File: src/rtl/tlul_xbar_param.sv
// TL-UL crossbar: NumHosts hosts to NumDevices devices.
// Per-device round-robin, table decode, per-host error responder.
package tlul_pkg;
  localparam logic [2:0] OpPutFull    = 3'h0;
  localparam logic [2:0] OpPutPartial = 3'h1;
  localparam logic [2:0] OpGet        = 3'h4;
  localparam logic [2:0] OpAck        = 3'h0;
  localparam logic [2:0] OpAckData    = 3'h1;

  typedef struct packed {
    logic        a_valid;
    logic [2:0]  a_opcode;
    logic [2:0]  a_param;
    logic [1:0]  a_size;
    logic [7:0]  a_source;
    logic [31:0] a_address;
    logic [3:0]  a_mask;
    logic [31:0] a_data;
    logic [13:0] a_user;
    logic        d_ready;
  } tl_h2d_t;

  typedef struct packed {
    logic        d_valid;
    logic [2:0]  d_opcode;
    logic [2:0]  d_param;
    logic [1:0]  d_size;
    logic [7:0]  d_source;
    logic        d_sink;
    logic [31:0] d_data;
    logic [13:0] d_user;
    logic        d_error;
    logic        a_ready;
  } tl_d2h_t;
endpackage

// Response integrity: header code in d_user[13:7],
// data code in d_user[6:0].
module tlul_rsp_intg_gen
  import tlul_pkg::*;
(
  input  tl_d2h_t tl_i,
  output tl_d2h_t tl_o
);
  logic [6:0] w_rsp;
  logic [6:0] w_dat;

  assign w_rsp = {
    ^tl_i.d_opcode,
    ^tl_i.d_size,
    tl_i.d_error,
    ^tl_i.d_source,
    ^tl_i.d_param,
    tl_i.d_sink,
    ^{tl_i.d_opcode, tl_i.d_size, tl_i.d_error}
  };

  assign w_dat = {
    ^tl_i.d_data,
    ^tl_i.d_data[29:25],
    ^tl_i.d_data[24:20],
    ^tl_i.d_data[19:15],
    ^tl_i.d_data[14:10],
    ^tl_i.d_data[9:5],
    ^tl_i.d_data[4:0]
  };

  // Pass the response through with the integrity field filled in
  always_comb begin
    tl_o = tl_i;
    tl_o.d_user = {w_rsp, w_dat};
  end
endmodule

module tlul_xbar_param
  import tlul_pkg::*;
#(
  parameter int unsigned NumHosts   = 2,
  parameter int unsigned NumDevices = 3,
  parameter logic [NumDevices-1:0][31:0] DevBase = {
    32'h4000_1000, 32'h4000_0000, 32'h0000_0000
  },
  parameter logic [NumDevices-1:0][31:0] DevMask = {
    32'hFFFF_F000, 32'hFFFF_F000, 32'hFFFF_F800
  }
) (
  input  logic    clk_i,
  input  logic    rst_ni,
  input  tl_h2d_t tl_h_i [NumHosts],
  output tl_d2h_t tl_h_o [NumHosts],
  output tl_h2d_t tl_d_o [NumDevices],
  input  tl_d2h_t tl_d_i [NumDevices]
);
  localparam int unsigned HW =
    (NumHosts > 1) ? $clog2(NumHosts) : 1;
  localparam int unsigned DW =
    (NumDevices > 1) ? $clog2(NumDevices) : 1;

  function automatic logic [HW-1:0] wrap(
    input int unsigned v
  );
    return HW'(v % NumHosts);
  endfunction

  logic                  r_active;
  logic [NumHosts-1:0]   r_busy;
  logic [NumHosts-1:0]   r_err_vld;
  logic [2:0]            r_err_op   [NumHosts];
  logic [1:0]            r_err_size [NumHosts];
  logic [7:0]            r_err_src  [NumHosts];
  logic [NumDevices-1:0] r_wait;
  logic [NumDevices-1:0] r_lock;
  logic [HW-1:0]         r_owner [NumDevices];
  logic [HW-1:0]         r_rr    [NumDevices];

  logic [NumHosts-1:0]   w_hit;
  logic [DW-1:0]         w_dev [NumHosts];
  logic [NumHosts-1:0]   w_req [NumDevices];
  logic [NumDevices-1:0] w_gnt_vld;
  logic [HW-1:0]         w_gnt [NumDevices];
  logic [NumDevices-1:0] w_a_hs;
  logic [NumDevices-1:0] w_d_hs;
  logic [NumHosts-1:0]   w_h_a_hs;
  logic [NumHosts-1:0]   w_h_d_hs;
  tl_d2h_t               w_err_raw [NumHosts];
  tl_d2h_t               w_err_rsp [NumHosts];

  // Address decode; scanning downwards lets the lowest hit win
  always_comb begin
    for (int h = 0; h < NumHosts; h++) begin
      w_hit[h] = 1'b0;
      w_dev[h] = '0;
      for (int d = NumDevices - 1; d >= 0; d--) begin
        if ((tl_h_i[h].a_address & DevMask[d])
            == DevBase[d]) begin
          w_hit[h] = 1'b1;
          w_dev[h] = DW'(d);
        end
      end
    end
  end

  // Request matrix: live, non-busy hosts per device
  always_comb begin
    for (int d = 0; d < NumDevices; d++) begin
      w_req[d] = '0;
      for (int h = 0; h < NumHosts; h++) begin
        w_req[d][h] = r_active
          && tl_h_i[h].a_valid
          && !r_busy[h]
          && w_hit[h]
          && (w_dev[h] == DW'(d));
      end
    end
  end

  // Grant: locked host if stalled, else first requester from r_rr
  always_comb begin
    for (int d = 0; d < NumDevices; d++) begin
      w_gnt_vld[d] = 1'b0;
      w_gnt[d]     = '0;
      if (r_active && !r_wait[d]) begin
        if (r_lock[d]) begin
          w_gnt_vld[d] = 1'b1;
          w_gnt[d]     = r_owner[d];
        end else begin
          for (int i = NumHosts - 1; i >= 0; i--) begin
            if (w_req[d][wrap(32'(r_rr[d]) + 32'(i))]) begin
              w_gnt_vld[d] = 1'b1;
              w_gnt[d] = wrap(32'(r_rr[d]) + 32'(i));
            end
          end
        end
      end
    end
  end

  // Device-side a-channel mux and d_ready return path
  always_comb begin
    for (int d = 0; d < NumDevices; d++) begin
      tl_d_o[d] = '0;
      if (w_gnt_vld[d]) begin
        tl_d_o[d] = tl_h_i[w_gnt[d]];
        tl_d_o[d].a_valid = w_req[d][w_gnt[d]];
        tl_d_o[d].d_ready = 1'b0;
      end else if (r_wait[d]) begin
        tl_d_o[d].d_ready =
          tl_h_i[r_owner[d]].d_ready;
      end
      w_a_hs[d] = tl_d_o[d].a_valid
        & tl_d_i[d].a_ready;
      w_d_hs[d] = r_wait[d]
        & tl_d_i[d].d_valid
        & tl_d_o[d].d_ready;
    end
  end

  // Error responder payload from the captured request
  always_comb begin
    for (int h = 0; h < NumHosts; h++) begin
      w_err_raw[h] = '0;
      w_err_raw[h].d_valid  = r_err_vld[h];
      w_err_raw[h].d_opcode = r_err_op[h];
      w_err_raw[h].d_size   = r_err_size[h];
      w_err_raw[h].d_source = r_err_src[h];
      w_err_raw[h].d_data   = 32'hFFFF_FFFF;
      w_err_raw[h].d_error  = 1'b1;
    end
  end

  for (genvar h = 0; h < NumHosts; h++) begin : g_intg
    tlul_rsp_intg_gen u_intg (
      .tl_i (w_err_raw[h]),
      .tl_o (w_err_rsp[h])
    );
  end

  // Host-side d-channel mux and a_ready
  always_comb begin
    for (int h = 0; h < NumHosts; h++) begin
      tl_h_o[h] = '0;
      for (int d = 0; d < NumDevices; d++) begin
        if (r_wait[d] && r_owner[d] == HW'(h)) begin
          tl_h_o[h] = tl_d_i[d];
        end
      end
      if (r_err_vld[h]) begin
        tl_h_o[h] = w_err_rsp[h];
      end
      tl_h_o[h].a_ready = 1'b0;
      if (r_active && !r_busy[h]) begin
        if (!w_hit[h]) begin
          tl_h_o[h].a_ready = 1'b1;
        end else begin
          tl_h_o[h].a_ready =
            w_gnt_vld[w_dev[h]]
            && (w_gnt[w_dev[h]] == HW'(h))
            && tl_d_i[w_dev[h]].a_ready;
        end
      end
      w_h_a_hs[h] = tl_h_i[h].a_valid
        & tl_h_o[h].a_ready;
      w_h_d_hs[h] = tl_h_o[h].d_valid
        & tl_h_i[h].d_ready;
    end
  end

  // Outputs stay quiet until the first edge after reset release
  always_ff @(posedge clk_i or negedge rst_ni) begin
    if (!rst_ni) begin
      r_active <= 1'b0;
    end else begin
      r_active <= 1'b1;
    end
  end

  // Per-host outstanding flag and error responder capture
  always_ff @(posedge clk_i or negedge rst_ni) begin
    if (!rst_ni) begin
      r_busy    <= '0;
      r_err_vld <= '0;
      for (int h = 0; h < NumHosts; h++) begin
        r_err_op[h]   <= '0;
        r_err_size[h] <= '0;
        r_err_src[h]  <= '0;
      end
    end else begin
      for (int h = 0; h < NumHosts; h++) begin
        if (w_h_a_hs[h]) begin
          r_busy[h] <= 1'b1;
          if (!w_hit[h]) begin
            r_err_vld[h]  <= 1'b1;
            r_err_op[h]   <=
              (tl_h_i[h].a_opcode == OpGet)
              ? OpAckData : OpAck;
            r_err_size[h] <= tl_h_i[h].a_size;
            r_err_src[h]  <= tl_h_i[h].a_source;
          end
        end else if (w_h_d_hs[h]) begin
          r_busy[h]    <= 1'b0;
          r_err_vld[h] <= 1'b0;
        end
      end
    end
  end

  // Per-device IDLE/WAIT, grant lock, owner and rr pointer
  always_ff @(posedge clk_i or negedge rst_ni) begin
    if (!rst_ni) begin
      r_wait <= '0;
      r_lock <= '0;
      for (int d = 0; d < NumDevices; d++) begin
        r_owner[d] <= '0;
        r_rr[d]    <= '0;
      end
    end else begin
      for (int d = 0; d < NumDevices; d++) begin
        if (!r_wait[d]) begin
          if (w_a_hs[d]) begin
            r_wait[d]  <= 1'b1;
            r_lock[d]  <= 1'b0;
            r_owner[d] <= w_gnt[d];
            r_rr[d]    <= wrap(32'(w_gnt[d]) + 32'd1);
          end else if (tl_d_o[d].a_valid) begin
            r_lock[d]  <= 1'b1;
            r_owner[d] <= w_gnt[d];
          end
        end else if (w_d_hs[d]) begin
          r_wait[d] <= 1'b0;
        end
      end
    end
  end

  for (genvar d = 0; d < NumDevices; d++) begin : g_chk
    a_no_idle_dvalid : assert property (
      @(posedge clk_i) disable iff (!rst_ni || !r_active)
      !(tl_d_i[d].d_valid && !r_wait[d])
    );
  end
endmodule

File: config.mk
export PLATFORM = sky130hd
export DESIGN_NAME = tlul_xbar_param
export DESIGN_NICKNAME = d
export VERILOG_FILES = /design/src/rtl/tlul_xbar_param.sv
export SDC_FILE = /design/constraint.sdc
export NUM_CORES = 1
export LEC_CHECK = 0
export CAP_MARGIN = 10
export CORE_AREA = 2 2 322 324
export CTS_BUF_LIST = sky130_fd_sc_hd__clkbuf_16
export CTS_CLUSTER_SIZE = 16
export DETAILED_ROUTE_END_ITERATION = 10
export DIE_AREA = 0 0 324 326
export DONT_BUFFER_PORTS = 1
export PLACE_DENSITY = 0.3
export SLEW_MARGIN = 15
export SYNTH_ARGS = -nofsm -noshare
export SYNTH_HDL_FRONTEND = slang
export SYNTH_SLANG_ARGS = --single-unit
File: constraint.sdc
create_clock -name clk_i -period 4.44 [get_ports clk_i]
set_input_delay 0.222 -clock clk_i [delete_from_list [all_inputs] [get_ports clk_i]]
set_output_delay 0.222 -clock clk_i [all_outputs]
set_load 0.01 [all_outputs]
==> results of run 1 <==
==> per-layer routing <==
layer | vias to the layer above | part of all wire | track usage
li1 | 5832 | - | -
met1 | 6628 | 0.37 | 0.193
met2 | 794 | 0.48 | 0.313
met3 | 122 | 0.099 | 0.0602
met4 | 2 | 0.049 | 0.0826
met5 | - | 0.00011 | 0
==> registers in the layout, indices dropped and copies added, names as in the netlist, 2 cells and up <==
signal / cells
r_busy: 2
r_err_vld: 2
r_wait: 3
r_rr: 3
r_owner: 3
r_err_size: 4
r_lock: 3
r_err_src: 16
r_err_op: 2
==> placed cells by master (no fill, tap or decap), types with 11 or more instances in the layout <==
| cell type | count |
|---|---|
| buf_12 | 11 |
| a22o_1 | 19 |
| o21bai_1 | 83 |
| a221oi_1 | 101 |
| a221o_1 | 30 |
| mux2_2 | 22 |
| xnor2_1 | 14 |
| nand2_1 | 602 |
| o21ai_0 | 70 |
| nor3_1 | 32 |
| nor2_1 | 109 |
| dfrtp_1 | 37 |
| buf_4 | 102 |
| a21oi_1 | 281 |
==> where the power goes <==
part	switching (mW)	internal (mW)	leakage [nW]
sequential	0.187	0.471	0.484
clock	0.184	0.264	0.0813
combinational	0.885	0.484	3.54
==> final cells by class <==
class,count,area share
clock buffers,5,0.0106
multi-input cells,1461,0.664
diodes,6,0.00127
repair buffers,117,0.0885
well taps,1380,0.146
clock inverters,3,0.00329
flip-flops and latches,39,0.0834
inverters,6,0.00191
==> per-stage QoR <==
stage                     total power, mW   util
after floorplan                      1.49      -
after global placement               2.04  0.113
after detailed placement             2.04  0.113
after CTS                            2.54  0.115
after global routing                 2.61  0.115
final                                2.47  0.115
==> worst max path at each step <==
| stage | startpoint | endpoint | slack (ns) | cells past startpoint |
|---|---|---|---|---|
| 2_1_floorplan | tl_h_i[171] | tl_d_o[80] | 1.77 | 8 |
| 3_3_place_gp | tl_h_i[171] | tl_d_o[280] | 0.71 | 8 |
| 3_5_place_dp | tl_h_i[171] | tl_d_o[280] | 0.70 | 8 |
| 4_1_cts | r_active | tl_d_o[280] | 0.40 | 8 |
| 5_1_grt | r_active | tl_d_o[280] | 0.28 | 8 |
| 6_report | r_active | tl_d_o[279] | 0.56 | 8 |
==> worst max-delay path: stages (launching register included) <==
cell and delay [ns]:
dfrtp_1 0.46, nand3b_1 0.20, or4_1 0.48, or4_1 0.57, a32oi_4 0.57, buf_4 0.30
nand2_1 0.07, a21oi_1 0.44, buf_4 0.24
==> cells by family after synthesis <==
logic type | Yosys count
other | 1
multiplexers | 28
AND/OR/NAND/NOR | 804
XOR/XNOR | 18
flip-flops | 39
AO/OA/AOI/OAI | 610
buffers and inverters | 181
==> repair_timing <==
action                                  in CTS  in global routing
hold endpoints to repair                    41                  0
resized for setup                            0                  0
endpoints found under the setup margin       0                  0
hold buffers                                 4                  0
==> flow_metrics.py, run 1 <==
metrics = {
    "grt": {
        "grt_pass1_wl_um": 128000,
        "grt_util_all_layers": 0.179,
        "globalRouteOverflowTotal": 0,
        "antenna_violations_before_repair": 8,
        "vias_in_the_first_global_route": 12900,
        "grt_max_degree": 100,
    },
    "clock_network": {
        "tritoncts.num_buffers": 5,
        "clockRootBuffer": "clkbuf_16",
        "cts_tree": "done",
        "numClockSinks": 39,
        "clk_pin_slew_ns": 0.07,
        "h_tree_depth": 2,
        "clockBufferDepth": 2,
        "insertion_delay_ns": 0.30,
        "post-cts-setup-buffer-count": 0,
    },
    "setup_path": {
        "crit_path_max_fanout": 12,
        "timing.rr.end": "r_err_vld[0]",
        "critical_path.reg2reg.startpoint": "r_active",
        "worst-setup-path-type": "flip-flop to primary output",
        "timing.critical_path.from_type": "flip-flop",
        "cp.required_ns": 4.22,
        "end_kind": "primary output",
        "critPathArrivalTime_ns": 3.66,
        "rrSetupSlack_ns": 1.13,
        "timing.reg2reg.worst_path_depth": 8,
    },
    "synthesis": {
        "ys_top_cells_by_area": "nand2_1 (24%), a21oi_1 (15%), dfrtp_1 (10%), a221oi_1 (9.4%), o21bai_1 (6.6%)",
        "ys_types": 59,
        "synth_top_area_frac": 0.241,
        "postSynthNetCount": 2081,
        "synth_xor_area_frac": 0.0168,
        "synth_top_family_by_area": "compound AO/OA/AOI/OAI gates",
        "dominantRegCellSynth": "dfrtp_1",
        "synth.largest_area_cell": "nand2_1",
        "synth_seq_cells": 39,
        "synth_common_cells": "nand2_1 (604), a21oi_1 (281), clkbuf_1 (132)",
        "yosysSeqAreaShare": 0.104,
        "synthAdderAreaFrac": 0,
        "synthesis.area_mm2": 0.00940,
        "asyncSetResetFlopFracSynth": 1.00,
        "synth.yosys.warnings": 0,
        "syn_avg_cell_area_um2": 5.59,
        "number_of_flops_mapped_to_enable_cells_by_yosys": 0,
        "post_synth_mux_area_share": 0.0329,
        "syn_inst": 1681,
        "synth_compound_gate_area_share": 0.420,
        "synth-simple-area-share": 0.346,
        "cell_with_the_most_instances_after_synthesis": "nand2_1",
    },
    "timing": {
        "tightest_slew_ns": 0.995,
        "setup_viol_count_final": 0,
        "relSlewSlack": 0.330,
        "grt_setup_unrepaired": "no",
        "finalHoldViolCount": 0,
        "fin_setup_tns_ns": 0,
        "hold-worst-slack_ns": 0.0625,
        "worst_clock_skew_ns": 0.00828,
        "slew_viol_final": 0,
        "finalCritPeriodShare": 0.874,
        "clock.fmax_mhz": 258,
        "post-route-worst-setup-slack_ns": 0.562,
        "post-route-min-period_ns": 3.88,
    },
    "route": {
        "post-route-drc-count": 0,
        "postRouteWirelength_um": 101000,
        "detail-route-antenna-nets": 0,
        "wire_per_inst_um": 33.4,
        "vias_per_cell": 4.43,
        "drt_first_iter_violations": 1150,
        "route.vias.total": 13400,
        "detailedRoute.firstPassIterationCount": 5,
    },
    "outcome": {
        "outcome": "completed",
    },
    "flow_run": {
        "drv.max_cap_violation_count": 0,
    },
    "layout": {
        "layout.cell_area.non_filler_mm2": 0.0118,
        "layout-drive-gt1-share": 0.108,
        "layout.cells.non_filler": 3017,
        "layout.area.seq_um2": 983,
        "area_growth_pct": 25.4,
        "multi_input_logic_area_mm2": 0.00783,
        "design.final.nets": 2030,
        "fillerInstances": 12100,
    },
    "place": {
        "place.port_buffers": 0,
        "place.gp.congestion": 0.955,
        "placed_cells_incl_taps": 2999,
        "pre_cts_setup_slack_ns": 0.702,
        "dp_hpwl_um": 83200,
        "place_area_mm2": 0.0115,
    },
    "floorplanning": {
        "die_height_um": 326,
        "initial_utilization": 0.0916,
        "die_width_um": 324,
        "io_pins": 832,
        "floorplan.die_area_mm2": 0.106,
        "floorplan.rows": 118,
        "core_mm2": 0.103,
    },
    "worst_hold_path": {
        "timing.hold.worst_endpoint": "r_err_op[0]",
        "min_delay_startpoint": "tl_h_i[98]",
        "hold_path.class": "input port to flip-flop",
        "timing.hold.worst_path_depth": 2,
    },
    "power_and_ir_drop": {
        "powerDensity_mw_per_mm2": 210,
        "power.leakage_nw": 4.11,
        "worst_ir_drop_vdd_mv": 0.150,
    },
}
No activity file was read; power rests on OpenSTA's default activity.
==> run 2, diff against run 1 <==
--- a/config.mk
+++ b/config.mk
@@ -6,14 +6,15 @@
 export NUM_CORES = 1
 export LEC_CHECK = 0
 export CAP_MARGIN = 10
-export CORE_AREA = 2 2 322 324
+export CORE_AREA = 2 2 320 322
 export CTS_BUF_LIST = sky130_fd_sc_hd__clkbuf_16
 export CTS_CLUSTER_SIZE = 16
 export DETAILED_ROUTE_END_ITERATION = 10
-export DIE_AREA = 0 0 324 326
+export DIE_AREA = 0 0 322 324
 export DONT_BUFFER_PORTS = 1
-export PLACE_DENSITY = 0.3
+export PLACE_DENSITY = 0.32
 export SLEW_MARGIN = 15
 export SYNTH_ARGS = -nofsm -noshare
 export SYNTH_HDL_FRONTEND = slang
+export SYNTH_HIERARCHICAL = 1
 export SYNTH_SLANG_ARGS = --single-unit
==> run 2 against run 1 <==
Setup slack gained 0.21 ns. Combinational power grew 47%. Clock power grew 8.0%. Cell count shrank 12%. Fmax grew 5.6%. Synthesized area grew 11%. Critical path type unchanged. Critical endpoint is now tl_h_o[0]. Largest cell class unchanged. Largest power group unchanged. Highest routed layer unchanged.
==> flow_metrics.py, run 2 <==
metrics = {
    "route": {
        "post-route-drc-count": 0,
        "vias_per_cell": 4.71,
        "postRouteWirelength_um": 83900,
        "wire_per_inst_um": 31.7,
        "detail-route-antenna-nets": 0,
        "detailedRoute.firstPassIterationCount": 5,
        "drt_first_iter_violations": 1132,
        "route.vias.total": 12400,
    },
    "clock_network": {
        "clockBufferDepth": 2,
        "h_tree_depth": 2,
        "tritoncts.num_buffers": 5,
        "numClockSinks": 39,
        "cts_tree": "done",
        "clk_pin_slew_ns": 0.06,
        "insertion_delay_ns": 0.30,
        "clockRootBuffer": "clkbuf_16",
    },
    "timing": {
        "hold-worst-slack_ns": 0.0250,
        "grt_setup_unrepaired": "no",
        "setup_viol_count_final": 0,
        "tightest_slew_ns": 1.16,
        "finalCritPeriodShare": 0.827,
        "post-route-worst-setup-slack_ns": 0.768,
        "slew_viol_final": 0,
        "finalHoldViolCount": 0,
        "worst_clock_skew_ns": 0.00636,
        "post-route-min-period_ns": 3.67,
        "fin_setup_tns_ns": 0,
        "relSlewSlack": 0.229,
        "clock.fmax_mhz": 272,
    },
    "place": {
        "place_area_mm2": 0.0116,
        "pre_cts_setup_slack_ns": 0.803,
        "place.gp.congestion": 0.889,
        "place.port_buffers": 0,
        "dp_hpwl_um": 69100,
    },
    "floorplanning": {
        "floorplan.die_area_mm2": 0.104,
        "die_height_um": 324,
        "floorplan.rows": 117,
        "die_width_um": 322,
        "initial_utilization": 0.103,
        "io_pins": 832,
        "core_mm2": 0.101,
    },
    "synthesis": {
        "synth.yosys.warnings": 6,
        "synthesis.area_mm2": 0.0104,
        "syn_inst": 1402,
        "syn_avg_cell_area_um2": 7.43,
    },
    "grt": {
        "grt_util_all_layers": 0.147,
        "grt_max_degree": 103,
        "grt_pass1_wl_um": 106000,
        "antenna_violations_before_repair": 7,
        "globalRouteOverflowTotal": 0,
        "vias_in_the_first_global_route": 11400,
    },
    "power_and_ir_drop": {
        "powerDensity_mw_per_mm2": 281,
        "power.leakage_nw": 4.28,
        "power_mw": 3.32,
        "worst_ir_drop_vdd_mv": 0.233,
    },
    "flow_run": {
        "drv.max_cap_violation_count": 0,
    },
    "setup_path": {
        "cp.required_ns": 4.22,
        "end_kind": "primary output",
        "cp_num_buf_inv": 2,
        "cp_cell_sequence": "nand3b_1, or4_1, nor3_1, a31o_4, buf_12, a211oi_1, a21oi_1, buf_4",
        "crit_path_max_fanout": 102,
        "critPathArrivalTime_ns": 3.45,
        "critical-path-slowest-cell": "a21oi_1",
        "timing.critical_path.from_type": "flip-flop",
        "critPathMaxStageDelay_ns": 0.56,
        "critical-path-top-delay-family": "simple AND/OR/NAND/NOR gates",
        "worst-setup-path-type": "flip-flop to primary output",
    },
    "outcome": {
        "outcome": "completed",
    },
    "layout": {
        "largest_register_ffs": 16,
        "layout.cell_area.non_filler_mm2": 0.0118,
        "mostFrequentLayoutCell": "a22o_1",
        "registers.top_by_ff_count": "r_err_src",
        "area_growth_pct": 13.3,
        "most-common-layout-cells": "a22o_1 (296), o21ai_0 (267), conb_1 (159)",
        "layout_top_registers": "r_err_src x16, r_err_size x4",
        "layout-drive-gt1-share": 0.0622,
        "fillerInstances": 11800,
        "design.final.nets": 1733,
    },
    "worst_hold_path": {
        "hold_path.class": "input port to flip-flop",
    },
}
## run 2: cell count changes in the layout (fill, tap and decap cells not counted), sizes merged, moves of 87 or more
cell    previous run  this run
a221o             30       129
nor2             112        18
nand2            604       153
a22o              19       296
buf              114        27
conb               1       159
o21ai             72       269
a221oi           101         0
a21oi            281        16
## run 2: repair_timing
item                                    CTS  global route
hold endpoints to repair                 41             0
resized for setup                         0             0
endpoints found under the setup margin    0             0
buffers inserted                          0             0
hold buffers                              3             0
## run 2: routing by layer
layer,part of all wire,up-vias,GRT usage,wire [um]
met1,0.38,6234,0.171,32300
met3,0.096,144,0.0446,8100
met2,0.48,967,0.254,40600
met4,0.034,4,0.0492,2890
li1,-,5097,-,-
met5,0.00031,-,0,26
## run 2: through the flow
step	std cells	utilization
final	2644	0.117
after global routing	2643	0.117
after CTS	2643	0.117
after detailed placement	2632	0.114
after global placement	2632	0.114
after floorplan	1559	-
## run 2: report_power, final
group	internal (mW)	leakage [nW]	switching, mW
Sequential	0.476	0.483	0.354
Clock	0.321	0.0952	0.163
Combinational	0.691	3.71	1.32
Total	1.49	4.28	1.83
## run 2: path summary, 6_finish.rpt
| check | slack [ns] | to | cells after the start | from |
|---|---|---|---|---|
| min in group asynchronous | 0.41 | r_rr[1] | 2 | rst_ni |
| max in group asynchronous | 3.77 | r_err_vld[1] | 2 | rst_ni |
| max reg2reg | 1.66 | r_lock[0] | 7 | r_active |
| min reg2reg | 0.56 | r_rr[2] | 2 | r_rr[2] |
| min | 0.02 | r_rr[2] | 1 | tl_d_i[132] |
| max | 0.77 | tl_h_o[0] | 8 | r_active |
## run 2: area by class of cell
| cell class | count | area, um^2 | area share |
|---|---|---|---|
| clock buffers | 5 | 125 | 0.0106 |
| flip-flops and latches | 39 | 983 | 0.0833 |
| repair buffers | 29 | 355 | 0.0301 |
| well taps | 1309 | 1640 | 0.139 |
| inverters | 15 | 56.3 | 0.00477 |
| clock inverters | 3 | 63.8 | 0.00540 |
| multi-input cells | 1243 | 8580 | 0.727 |
| diodes | 1 | 2.50 | 0.000212 |
